--- src/rtl/ni_output_arbiter.sv ---
// ---------------------------------------------------------------------------
// ni_output_arbiter
//   Shares the PE's single router injection port between the activation,
//   partial-sum and read-response sources plus the end-of-layer completion
//   message. Round-robin arbitration among data sources, credit tracking of
//   the downstream local-port buffer, registered flit output.
//
// Ports
//   clk_i                 system clock
//   rst_i                 synchronous active-high reset
//   layer_start_i         pulse: new layer, leave DONE
//   act_valid_i/addr/data activation send request      -> act_ready_o
//   psum_valid_i/addr/data partial-sum send request    -> psum_ready_o
//   rd_valid_i/addr/data  read-response request        -> rd_ready_o
//   fin_comp_i            pulse: PE finished the layer
//   downstream_credit_i   one credit returned per asserted cycle
//   out_data_valid_o      1-cycle flit valid pulse to the router
//   out_data_o            flit {type[1:0], addr, data}
//   router_rdy_o          credit count non-zero
//   layer_sent_o          completion flit issued (DONE state)
//   credit_err_o          sticky: credit returned while counter full
// ---------------------------------------------------------------------------
module ni_output_arbiter #(
   parameter  int ADDR_W       = 6,
   parameter  int DATA_W       = 16,
   parameter  int CREDIT_DEPTH = 4,
   localparam int FLIT_W       = 2 + ADDR_W + DATA_W,
   localparam int CNT_W        = $clog2(CREDIT_DEPTH + 1)
) (
   input  logic              clk_i,
   input  logic              rst_i,
   input  logic              layer_start_i,
   input  logic              act_valid_i,
   input  logic [ADDR_W-1:0] act_addr_i,
   input  logic [DATA_W-1:0] act_data_i,
   output logic              act_ready_o,
   input  logic              psum_valid_i,
   input  logic [ADDR_W-1:0] psum_addr_i,
   input  logic [DATA_W-1:0] psum_data_i,
   output logic              psum_ready_o,
   input  logic              rd_valid_i,
   input  logic [ADDR_W-1:0] rd_addr_i,
   input  logic [DATA_W-1:0] rd_data_i,
   output logic              rd_ready_o,
   input  logic              fin_comp_i,
   input  logic              downstream_credit_i,
   output logic              out_data_valid_o,
   output logic [FLIT_W-1:0] out_data_o,
   output logic              router_rdy_o,
   output logic              layer_sent_o,
   output logic              credit_err_o
);

   typedef enum logic {ST_RUN = 1'b0, ST_DONE = 1'b1} state_e;

   localparam logic [1:0] SRC_ACT  = 2'd0;
   localparam logic [1:0] SRC_PSUM = 2'd1;
   localparam logic [1:0] SRC_RD   = 2'd2;
   localparam logic [CNT_W-1:0] CREDIT_FULL = CNT_W'(CREDIT_DEPTH);

   state_e              state_q, state_d;
   logic [1:0]          rr_q, rr_d;
   logic                fin_pend_q, fin_pend_d;
   logic [CNT_W-1:0]    credit_q, credit_d;
   logic                credit_err_q, credit_err_d;
   logic                out_valid_q, out_valid_d;
   logic [FLIT_W-1:0]   out_data_q, out_data_d;

   logic [2:0]          pick_s;
   logic                can_send_s;
   logic                data_gnt_s;
   logic                fin_gnt_s;

   // Returns {hit, index}: first requesting source at or after ptr, wrapping rd -> act.
   function automatic logic [2:0] rr_pick(input logic [1:0] ptr, input logic [2:0] req);
      logic [1:0] idx;
      logic       hit;
      logic [1:0] sel;
      idx = (ptr == 2'd3) ? 2'd0 : ptr;
      hit = 1'b0;
      sel = 2'd0;
      for (int i = 0; i < 3; i++) begin
         if (!hit && req[idx]) begin
            hit = 1'b1;
            sel = idx;
         end
         idx = (idx == 2'd2) ? 2'd0 : idx + 2'd1;
      end
      return {hit, sel};
   endfunction

   assign pick_s     = rr_pick(rr_q, {rd_valid_i, psum_valid_i, act_valid_i});
   // Reset gates grants so no ready is offered while rst_i is high.
   assign can_send_s = !rst_i && (state_q == ST_RUN) && (credit_q != {CNT_W{1'b0}});
   assign data_gnt_s = can_send_s && pick_s[2];
   // Completion only goes out when no data source is asking.
   assign fin_gnt_s  = can_send_s && !pick_s[2] && fin_pend_q;

   assign act_ready_o      = data_gnt_s && (pick_s[1:0] == SRC_ACT);
   assign psum_ready_o     = data_gnt_s && (pick_s[1:0] == SRC_PSUM);
   assign rd_ready_o       = data_gnt_s && (pick_s[1:0] == SRC_RD);
   assign out_data_valid_o = out_valid_q;
   assign out_data_o       = out_data_q;
   assign router_rdy_o     = (credit_q != {CNT_W{1'b0}});
   assign layer_sent_o     = (state_q == ST_DONE);
   assign credit_err_o     = credit_err_q;

   // Next-state: arbitration pointer, flit formatting, credits, completion FSM.
   always_comb begin
      state_d      = state_q;
      rr_d         = rr_q;
      fin_pend_d   = fin_pend_q;
      credit_d     = credit_q;
      credit_err_d = credit_err_q;
      out_valid_d  = data_gnt_s || fin_gnt_s;
      out_data_d   = out_data_q;

      if (data_gnt_s) begin
         case (pick_s[1:0])
            SRC_ACT: begin
               out_data_d = {2'b00, act_addr_i, act_data_i};
               rr_d       = SRC_PSUM;
            end
            SRC_PSUM: begin
               out_data_d = {2'b01, psum_addr_i, psum_data_i};
               rr_d       = SRC_RD;
            end
            SRC_RD: begin
               out_data_d = {2'b10, rd_addr_i, rd_data_i};
               rr_d       = SRC_ACT;
            end
            default: begin
               out_data_d = out_data_q;
               rr_d       = rr_q;
            end
         endcase
      end else if (fin_gnt_s) begin
         out_data_d = {2'b11, {ADDR_W{1'b1}}, {DATA_W{1'b0}}};
      end else begin
         out_data_d = out_data_q;
      end

      case (state_q)
         ST_RUN: begin
            if (fin_gnt_s) begin
               fin_pend_d = 1'b0;
               state_d    = ST_DONE;
            end else if (fin_comp_i) begin
               fin_pend_d = 1'b1;
            end else begin
               fin_pend_d = fin_pend_q;
            end
         end
         ST_DONE: begin
            if (layer_start_i) begin
               state_d = ST_RUN;
            end else begin
               state_d = ST_DONE;
            end
         end
         default: begin
            state_d = ST_RUN;
         end
      endcase

      // A grant and a returned credit in the same cycle cancel out.
      case ({(data_gnt_s || fin_gnt_s), downstream_credit_i})
         2'b10: begin
            credit_d = credit_q - CNT_W'(1);
         end
         2'b01: begin
            if (credit_q == CREDIT_FULL) begin
               credit_err_d = 1'b1;
            end else begin
               credit_d = credit_q + CNT_W'(1);
            end
         end
         default: begin
            credit_d = credit_q;
         end
      endcase
   end

   // State registers with synchronous reset.
   always_ff @(posedge clk_i) begin
      if (rst_i) begin
         state_q      <= ST_RUN;
         rr_q         <= SRC_ACT;
         fin_pend_q   <= 1'b0;
         credit_q     <= CREDIT_FULL;
         credit_err_q <= 1'b0;
         out_valid_q  <= 1'b0;
         out_data_q   <= {FLIT_W{1'b0}};
      end else begin
         state_q      <= state_d;
         rr_q         <= rr_d;
         fin_pend_q   <= fin_pend_d;
         credit_q     <= credit_d;
         credit_err_q <= credit_err_d;
         out_valid_q  <= out_valid_d;
         out_data_q   <= out_data_d;
      end
   end

endmodule

--- config.mk ---
export PLATFORM = sky130hd
export DESIGN_NAME = ni_output_arbiter
export DESIGN_NICKNAME = d
export VERILOG_FILES = /design/src/rtl/ni_output_arbiter.sv
export SDC_FILE = /design/constraint.sdc
export NUM_CORES = 1
export LEC_CHECK = 0
export BUFFER_PORTS_ARGS = -buffer_cell sky130_fd_sc_hd__buf_4
export CORE_ASPECT_RATIO = 0.9
export CORE_MARGIN = 4
export CORE_UTILIZATION = 30
export CTS_CLUSTER_SIZE = 16
export DETAILED_ROUTE_END_ITERATION = 10
export SYNTH_ARGS = -nofsm -noshare
export SYNTH_HDL_FRONTEND = slang
export SYNTH_SLANG_ARGS = --single-unit
export TNS_END_PERCENT = 50
--- constraint.sdc ---
create_clock -name clk_i -period 3.95 [get_ports clk_i]
set_input_delay 1.185 -clock clk_i [delete_from_list [all_inputs] [get_ports clk_i]]
set_output_delay 1.185 -clock clk_i [all_outputs]
set_load 0.01 [all_outputs]
# Word level (Yosys, flattened, before mapping)
# Index checks and enable logic that the tools add are counted.
totals:
  memories: 0
  ramBits: 0
  out_inout_bits: 31
  romBits: 0
  latch_bits: 0
  register_bits: 33
  elab_cells: 77
classes:
  shifts: 0
  order_cmp: 3
  n_mul: 0
  add_sub_neg: 4
  div_mod_pow: 0
  bitwise_logic: 1
  n_mux: 26
  n_reduce_logical: 26
  n_eq_ne: 10
op_table:
  columns: ["cell", "count"]
  rows:
  - ["one-hot mux 24 bit (3 select lines)", 1]
  - ["two-way mux 24 bit", 2]
  - ["two-way mux 2 bit", 6]
  - ["== test 2 bit (second input constant)", 5]
  - ["logical AND 1 bit", 10]
  - ["two-way mux 1 bit", 10]
  - ["AND reduction 2 bit", 5]
  - ["less-than comparator 2 x 3 -> 1 bit (second input constant)", 3]
  - ["binary-select mux 1 bit (select 2 bit)", 3]
  - ["one-hot mux 2 bit (3 select lines)", 1]
  - ["one-hot mux 3 bit (2 select lines)", 1]
  - ["nonzero test 2 bit", 3]
  - ["nonzero test 3 bit", 2]
  - ["adder 2 x 1 -> 2 bit (second input constant)", 2]
  - ["== test 2 x 1 -> 1 bit (second input constant)", 2]
  - ["logical NOT 1 bit", 4]
  - ["inequality test 4 x 1 -> 1 bit (second input constant)", 1]
  - ["adder 3 x 1 -> 3 bit (second input constant)", 1]
  - ["== test 3 bit (second input constant)", 1]
  - ["two-way mux 3 bit", 1]
  - ["subtractor 3 x 1 -> 3 bit (second input constant)", 1]
  - ["logical NOT 2 bit", 1]
  - ["inequality test 2 bit (second input constant)", 1]
  - ["one-hot mux 1 bit (2 select lines)", 1]
  - ["other kinds (2)", 2]

# Depth between registers and ports, before layout
# Gate-level depths: netlist of run 1.
logic_depth:
  ltp_word: 18
  mapped_depth: 14
  mapped_depth_nobuf: 12

# Least setup slack after synthesis of run 1
# OpenSTA, ideal clock, no wires.
synth_timing:
  kind: "input to output"
  start: "input port rd_valid_i"
  end: "output port psum_ready_o"
  arrival_time_ns: 2.768
  setup_slack_ns: -0.003
  required_ns: 2.765
  stages: 7
  path_cell_list: "mux2i_1 > o22a_1 > a22oi_1 > o21ai_0 > ha_1 > clkbuf_1 > and2_1"
synth_between:
  elab_chain_cells: 11
  elab_cells_between_ends: 19
  classes_between: "1 x eq/ne; 12 x mux; 6 x reduce/logical"
synth_rtl:
  columns: ["item", "line_no", "rtl"]
  rows:
  - ["start, declared", "41", "input logic rd_valid_i,"]
  - ["binary-select mux 1 bit (select 2 bit)", "83", "if (!hit && req[idx]) begin"]
  - ["two-way mux 1 bit (implied by the code)", "83", null]
  - ["two-way mux 1 bit", "83", null]
  - ["logical NOT 1 bit", "83", null]
  - ["logical AND 1 bit", "83", null]
  - ["two-way mux 1 bit", "83", null]
  - ["logical NOT 1 bit", "83", null]
  - ["logical AND 1 bit", "83", null]
  - ["two-way mux 2 bit / two-way mux 1 bit (equally long branches)", "83", null]
  - ["== test 2 x 1 -> 1 bit / logical AND 1 bit (equally long branches)", "100, 95", null]
  - ["logical AND 1 bit *", "100", "assign psum_ready_o = data_gnt_s && (pick_s[1:0] == SRC_PSUM);"]
  - ["end, declared", "40", "output logic psum_ready_o,"]
# Every way passes the cells marked *; elsewhere a longest branch is shown, timed or not. The select of a mux whose other input is x is not followed.

# Worst setup path after layout of run 1
layout_timing:
  start: "input port rd_valid_i"
  end: "output port act_ready_o"
layout_between:
  elab_chain_cells: 11
  elab_cells_between_ends: 19
  classes_between: "12 x mux; 7 x reduce/logical"
layout_rtl:
  columns: ["item", "line_no", "rtl"]
  rows:
  - ["binary-select mux 1 bit (select 2 bit)", "83", null]
  - ["two-way mux 1 bit (implied by the code)", "83", null]
  - ["two-way mux 1 bit", "83", null]
  - ["logical NOT 1 bit", "83", null]
  - ["logical AND 1 bit", "83", null]
  - ["two-way mux 1 bit", "83", null]
  - ["logical NOT 1 bit", "83", null]
  - ["logical AND 1 bit", "83", null]
  - ["two-way mux 2 bit / two-way mux 1 bit (equally long branches)", "83", null]
  - ["logical NOT 2 bit / logical AND 1 bit (equally long branches)", "99, 95", null]
  - ["logical AND 1 bit *", "99", "assign act_ready_o = data_gnt_s && (pick_s[1:0] == SRC_ACT);"]
  - ["end, declared", "36", "output logic act_ready_o,"]
# Marked as above.

==> summary.txt, run 1 <==
Main synth FF type: dfxtp_1
WP data arrival: 2.64 ns
Post-synthesis mux area share: 1.395%
Netlist cell types: 53
Leakage: 1.383 nW
Post-Syn Area: 2152 µm²
Detailed placer's ending HPWL: 5355 µm
Die height: 88.35 µm
Initial antenna violation count: 0
Area grow syn2layout: 48.78%
Fin worst setup slack: 0.1277 ns
Post-Synth Simple-Gate Area: 13.72%
DR vias/cell: 5.095
Setup violators final: 0
Crit path required time: 2.76 ns
Power Total: 2.751 mW
RePlAce Congestion: 0.7950
Routed WL: 6830 µm
Starting DRC count in detailed routing: 74
Via count: 2242
Final std cell area, no fill: 3202 µm²
Clock sink total: 33
Complex-gate fraction of the synthesized area: 41.80%
First-pass GRT wire length: 10630 µm
DP Area: 3074 µm²
Crit path time final: 3.822 ns
Starting Density: 30.73%
Slew Limit Headroom: 59.52%
Cell Pwr Density: 859.3 nW/µm²
Final setup skew: 0.006777 ns
Max-cap violations: 0
Pre-CTS setup slack: 0.09714 ns
Max Used Layer: met4
Number of placed cells counting well taps: 431
DIE AREA: 8595 µm²
Grt ovf: 0
Hold_ws: 0.4591 ns
CP max FO: 5
Tcrit/Tclk final: 96.77%
H-tree levels: 2
Post-Route M1 WL: 3257 µm
First drt pass iteration count: 4
Skew-Pair Late Insertion Delay: 0.28 ns
Share of cells above drive strength 1: 41.21%
Main combinational cell family by area after synthesis: compound AO/OA/AOI/OAI gates
XOR/XNOR Fraction of Synth Area: 0%
Post-Route Setup TNS: 0 ns
Hold crit path type: flop to flop
Kind of critical path: primary input to output port
# DRC: 0
Maximum vdd drop: 622.8 µV
Metal3 WL: 371 µm
FMAX: 261.6 MHz
Register area share after synthesis: 30.70%
Syn nets: 320
# rows: 29
Syn avg cell area: 9.158 µm²
Seq cells post-synth: 33
Post-Layout Cell Count: 440
Root Driver: clkbuf_8
EDFF count, synth: 0
Worst-Margin Slew: 0.6065 ns
Crit start category: primary input
Diode count: 0
Number of hold buffers added after CTS: 0
Adder-cell share of the synthesized area: 6.744%
# IOs: 105
Syn Inst Count: 235
Die X: 97.28 µm
Met2 wire len: 3140 µm
Maximum number of pins on one net before global-route repair: 29
Vias in the first global route: 2113
Inserted Clock Buffers: 5
RSZ-0062 raised after global routing: false
CTS clk-pin slew, worst paths: 0.06 ns
CTS tree: yes
IO buf count: 104
Routed Antenna Nets: 0
Max Slew Vio Count: 0
Clock buffer depth: 2
CP Capture Type: output port
Finished Core Util: 45.72%
Endpoints failing hold: 0
Yosys warns: 0
Final net count: 431
Core Area: 7003 µm²
Status: finished clean
Total track usage: 15.13%
FFs w/ async S/R, synth: 0%
Routed length per instance: 15.52 µm
## critical path, stage by stage
cell       delay [ns]
buf_4            0.13
mux2i_2          0.16
o2bb2ai_1        0.13
nor2b_1          0.15
o21ai_0          0.19
o21ai_1          0.16
ha_1             0.24
and2_1           0.15
buf_4            0.14
## cell usage in the layout (no fill, tap or decap), drive strengths merged, types with 4 or more instances in the layout
cell    netlist  routed
a21oi        11      11
o21bai        6       6
nor2          5       5
a22o         11      11
a22oi        12      12
o21ai        15      15
nand2        19      19
nor2b         5       5
nand3         4       4
clkbuf       10       7
a221o         6       6
ha           10      10
buf           5     119
nand2b        7       7
inv          10      10
a32o          7       7
a221oi        6       6
dfxtp        33      33
and2          4       4
o221a         8       8
## synth_stat cells (4+ instances only)
cell | number | area share (%)
o21ai_0 | 15 | 3.5
a22oi_1 | 11 | 3.8
nand2_1 | 19 | 3.3
clkbuf_1 | 10 | 1.7
ha_1 | 10 | 5.8
a21oi_1 | 11 | 2.6
nor2_1 | 4 | 0.70
a221oi_1 | 6 | 2.4
nand3_1 | 4 | 0.93
dfxtp_1 | 33 | 31
o21bai_1 | 6 | 2.1
a32o_1 | 7 | 3.3
and2_1 | 4 | 1.2
nand2b_1 | 7 | 2.0
a221o_1 | 6 | 2.8
a22o_1 | 11 | 4.5
nor2b_1 | 5 | 1.5
inv_1 | 10 | 1.7
o221a_2 | 6 | 3.1
## power breakdown
| group | internal [mW] | leakage [nW] | switching [mW] | total (mW) |
|---|---|---|---|---|
| registers | 0.464 | 0.271 | 0.0831 | 0.547 |
| logic | 0.843 | 1.05 | 1.04 | 1.88 |
| clock network | 0.206 | 0.0585 | 0.121 | 0.326 |
## routing by layer
layer	GRT usage (%)	vias up
li1	-	1150
met1	20.05	1012
met2	25.25	74
met3	3.310	6
met4	4.151	0
met5	0	-
## final cells by class
class,instances,area (µm²)
inverters,11,41.29
clock inverters,1,30.03
well taps,93,116.4
flip-flops and latches,33,660.6
multi-input cells,176,1374
fillers,701,3801
repair buffers,119,893.4
clock buffers,7,86.33
## flip-flops by register name (all words and copies together), names as in the netlist
signal and count:
out_data_valid_o 1, rr_q 2, fin_pend_q 1, layer_sent_o 1
credit_q 3, credit_err_o 1, out_data_o 24
## cells by family after synthesis
logic type,Yosys count
muxes,3
DFF,33
and+or+nand+nor,56
adders and majority gates,11
AOI/OAI and AO/OA,106
buffers and inverters,26
## worst paths after layout
path | startpoint | end | slack [ns] | cells past startpoint
max reg2reg | rr_q[0] | out_data_o[19] | 0.74 | 11
min | credit_err_o | credit_err_o | 0.46 | 2
min reg2reg | credit_err_o | credit_err_o | 0.46 | 2
max | rd_valid_i | act_ready_o | 0.13 | 9
## what timing repair did
action | in CTS | in global routing
buffers inserted | 0 | 1
hold endpoints to repair | 0 | 0
gates resized for setup | 0 | 2
setup endpoints to repair | 0 | 2
Note: power is estimated with default switching activity, not from simulation.
==> run 2: changes to the inputs <==
--- a/config.mk
+++ b/config.mk
@@ -11,6 +11,7 @@
 export CORE_UTILIZATION = 30
 export CTS_CLUSTER_SIZE = 16
 export DETAILED_ROUTE_END_ITERATION = 10
+export PLACE_DENSITY = 0.64
 export SYNTH_ARGS = -nofsm -noshare
 export SYNTH_HDL_FRONTEND = slang
 export SYNTH_SLANG_ARGS = --single-unit
==> constraint.sdc (replaced) <==
create_clock -name clk_i -period 4.4 [get_ports clk_i]
set_input_delay 1.32 -clock clk_i [delete_from_list [all_inputs] [get_ports clk_i]]
set_output_delay 1.32 -clock clk_i [all_outputs]
set_load 0.01 [all_outputs]
==> run 2 against run 1 <==
Net effect: cell count decreased by 1.6%; wire length decreased by 1.1%; critical path type unchanged; via count increased by 1.3%; power decreased by 14%; die area unchanged; register-to-register slack improved by 0.43 ns; largest power group unchanged; first-iteration DRC count increased by 8.1%.
==> summary.txt, run 2 (synthesis results as in run 1) <==
Status: finished clean
Cell Pwr Density: 757.9 nW/µm²
# rows: 29
Area of the multi-input gates: 1370 µm²
Root Driver: clkbuf_8
# IOs: 105
Number of hold buffers added after CTS: 0
First-pass GRT wire length: 10630 µm
Final net count: 424
Core Area: 7003 µm²
Grt ovf: 0
Final setup skew: 0.009348 ns
# fillers: 702
Via count: 2272
Clock buffer depth: 2
Diode count: 0
Post-CTS Setup Bufs: 0
Maximum vdd drop: 351.9 µV
Inserted Clock Buffers: 5
Reg-to-Reg End: out_data_o[19]
Crit path from: rd_valid_i
Max FFs per register: 24
Worst reg-to-reg setup slack: 1.17 ns
Power Total: 2.361 mW
H-tree levels: 2
Crit start category: primary input
Starting DRC count in detailed routing: 80
Vias in the first global route: 2192
CTS tree: yes
Worst setup endpoint: act_ready_o
CP max FO: 6
Routed WL: 6753 µm
RePlAce Congestion: 0.8454
Detailed placer's ending HPWL: 5260 µm
Most frequent cells in the layout: buf_4 (112), dfxtp_1 (33), nand2_1 (19)
# DRC: 0
Worst-Margin Slew: 0.7262 ns
Routed Antenna Nets: 0
Crit path time final: 4.150 ns
Initial antenna violation count: 0
WP data arrival: 2.83 ns
CP Capture Type: output port
Area grow syn2layout: 44.77%
Routed length per instance: 15.60 µm
Most common cell after layout, fill and taps aside: buf_4
Die height: 88.35 µm
Reg-to-Reg Start: rr_q[0]
CTS clk-pin slew, worst paths: 0.08 ns
First drt pass iteration count: 4
DR vias/cell: 5.247
Worst Reg-to-Reg Cells: 11
Tcrit/Tclk final: 94.31%
FF+latch area: 660.6 µm²
Maximum number of pins on one net before global-route repair: 30
Post-Route Setup TNS: 0 ns
Starting Density: 30.73%
Crit path required time: 3.08 ns
Die X: 97.28 µm
IO buf count: 104
Finished Core Util: 44.49%
Hold_ws: 0.4532 ns
FMAX: 241.0 MHz
Post-CTS resize count: 0
RSZ-0062 raised after global routing: false
Kind of critical path: primary input to output port
Leakage: 1.334 nW
Endpoints failing hold: 0
Max-cap violations: 0
Slew Limit Headroom: 51.54%
Setup violators final: 0
Clock sink total: 33
DIE AREA: 8595 µm²
Skew-Pair Late Insertion Delay: 0.28 ns
Share of cells above drive strength 1: 40.00%
Total track usage: 14.97%
Hold crit path type: flop to flop
Max Slew Vio Count: 0
==> run 2: metrics by stage <==
stage,cells,instance area (µm²),setup WS [ns]
floorplan,235,2152,0.1766
global route,433,3115,0.02333
CTS,433,3115,0.1267
detailed placement,425,3029,0.1346
finish,433,3115,0.2504
global placement,425,3029,0.1531
==> run 2: power breakdown <==
group	switching [mW]	internal (mW)
Sequential	0.0755	0.416
Combinational	0.927	0.720
Clock	0.114	0.109
Total	1.12	1.25
==> run 2: critical path: stages <==
cell	delay [ns]
buf_4	0.13
mux2i_1	0.32
o22ai_4	0.16
o21ai_0	0.23
o21ai_1	0.16
ha_1	0.23
and2_1	0.14
buf_4	0.14
==> run 2: how the worst min path moves through the flow <==
| stage | cells after the start | start | end | slack [ns] |
|---|---|---|---|---|
| 3_5_place_dp | 2 | credit_err_o | credit_err_o | 0.44 |
| 6_report | 2 | credit_err_o | credit_err_o | 0.45 |
| 3_3_place_gp | 2 | credit_err_o | credit_err_o | 0.44 |
| 4_1_cts | 2 | credit_err_o | credit_err_o | 0.46 |
| 2_1_floorplan | 2 | credit_err_o | credit_err_o | 0.47 |
| 5_1_grt | 2 | credit_err_o | credit_err_o | 0.49 |
==> run 2: layer usage <==
layer | vias to the layer above | GRT usage [%] | routed length [µm]
li1 | 1128 | - | -
met1 | 1067 | 19.78 | 3069
met2 | 70 | 24.56 | 3167
met3 | 7 | 5.280 | 480
met4 | 0 | 1.887 | 36
met5 | - | 0 | 0
==> run 2: layout make-up <==
class	count	share of cell area, %
repair buffers	112	26.99
inverters	11	1.325
flip-flops and latches	33	21.20
clock inverters	3	0.5622
well taps	93	3.735
clock buffers	5	2.209
multi-input cells	176	43.98
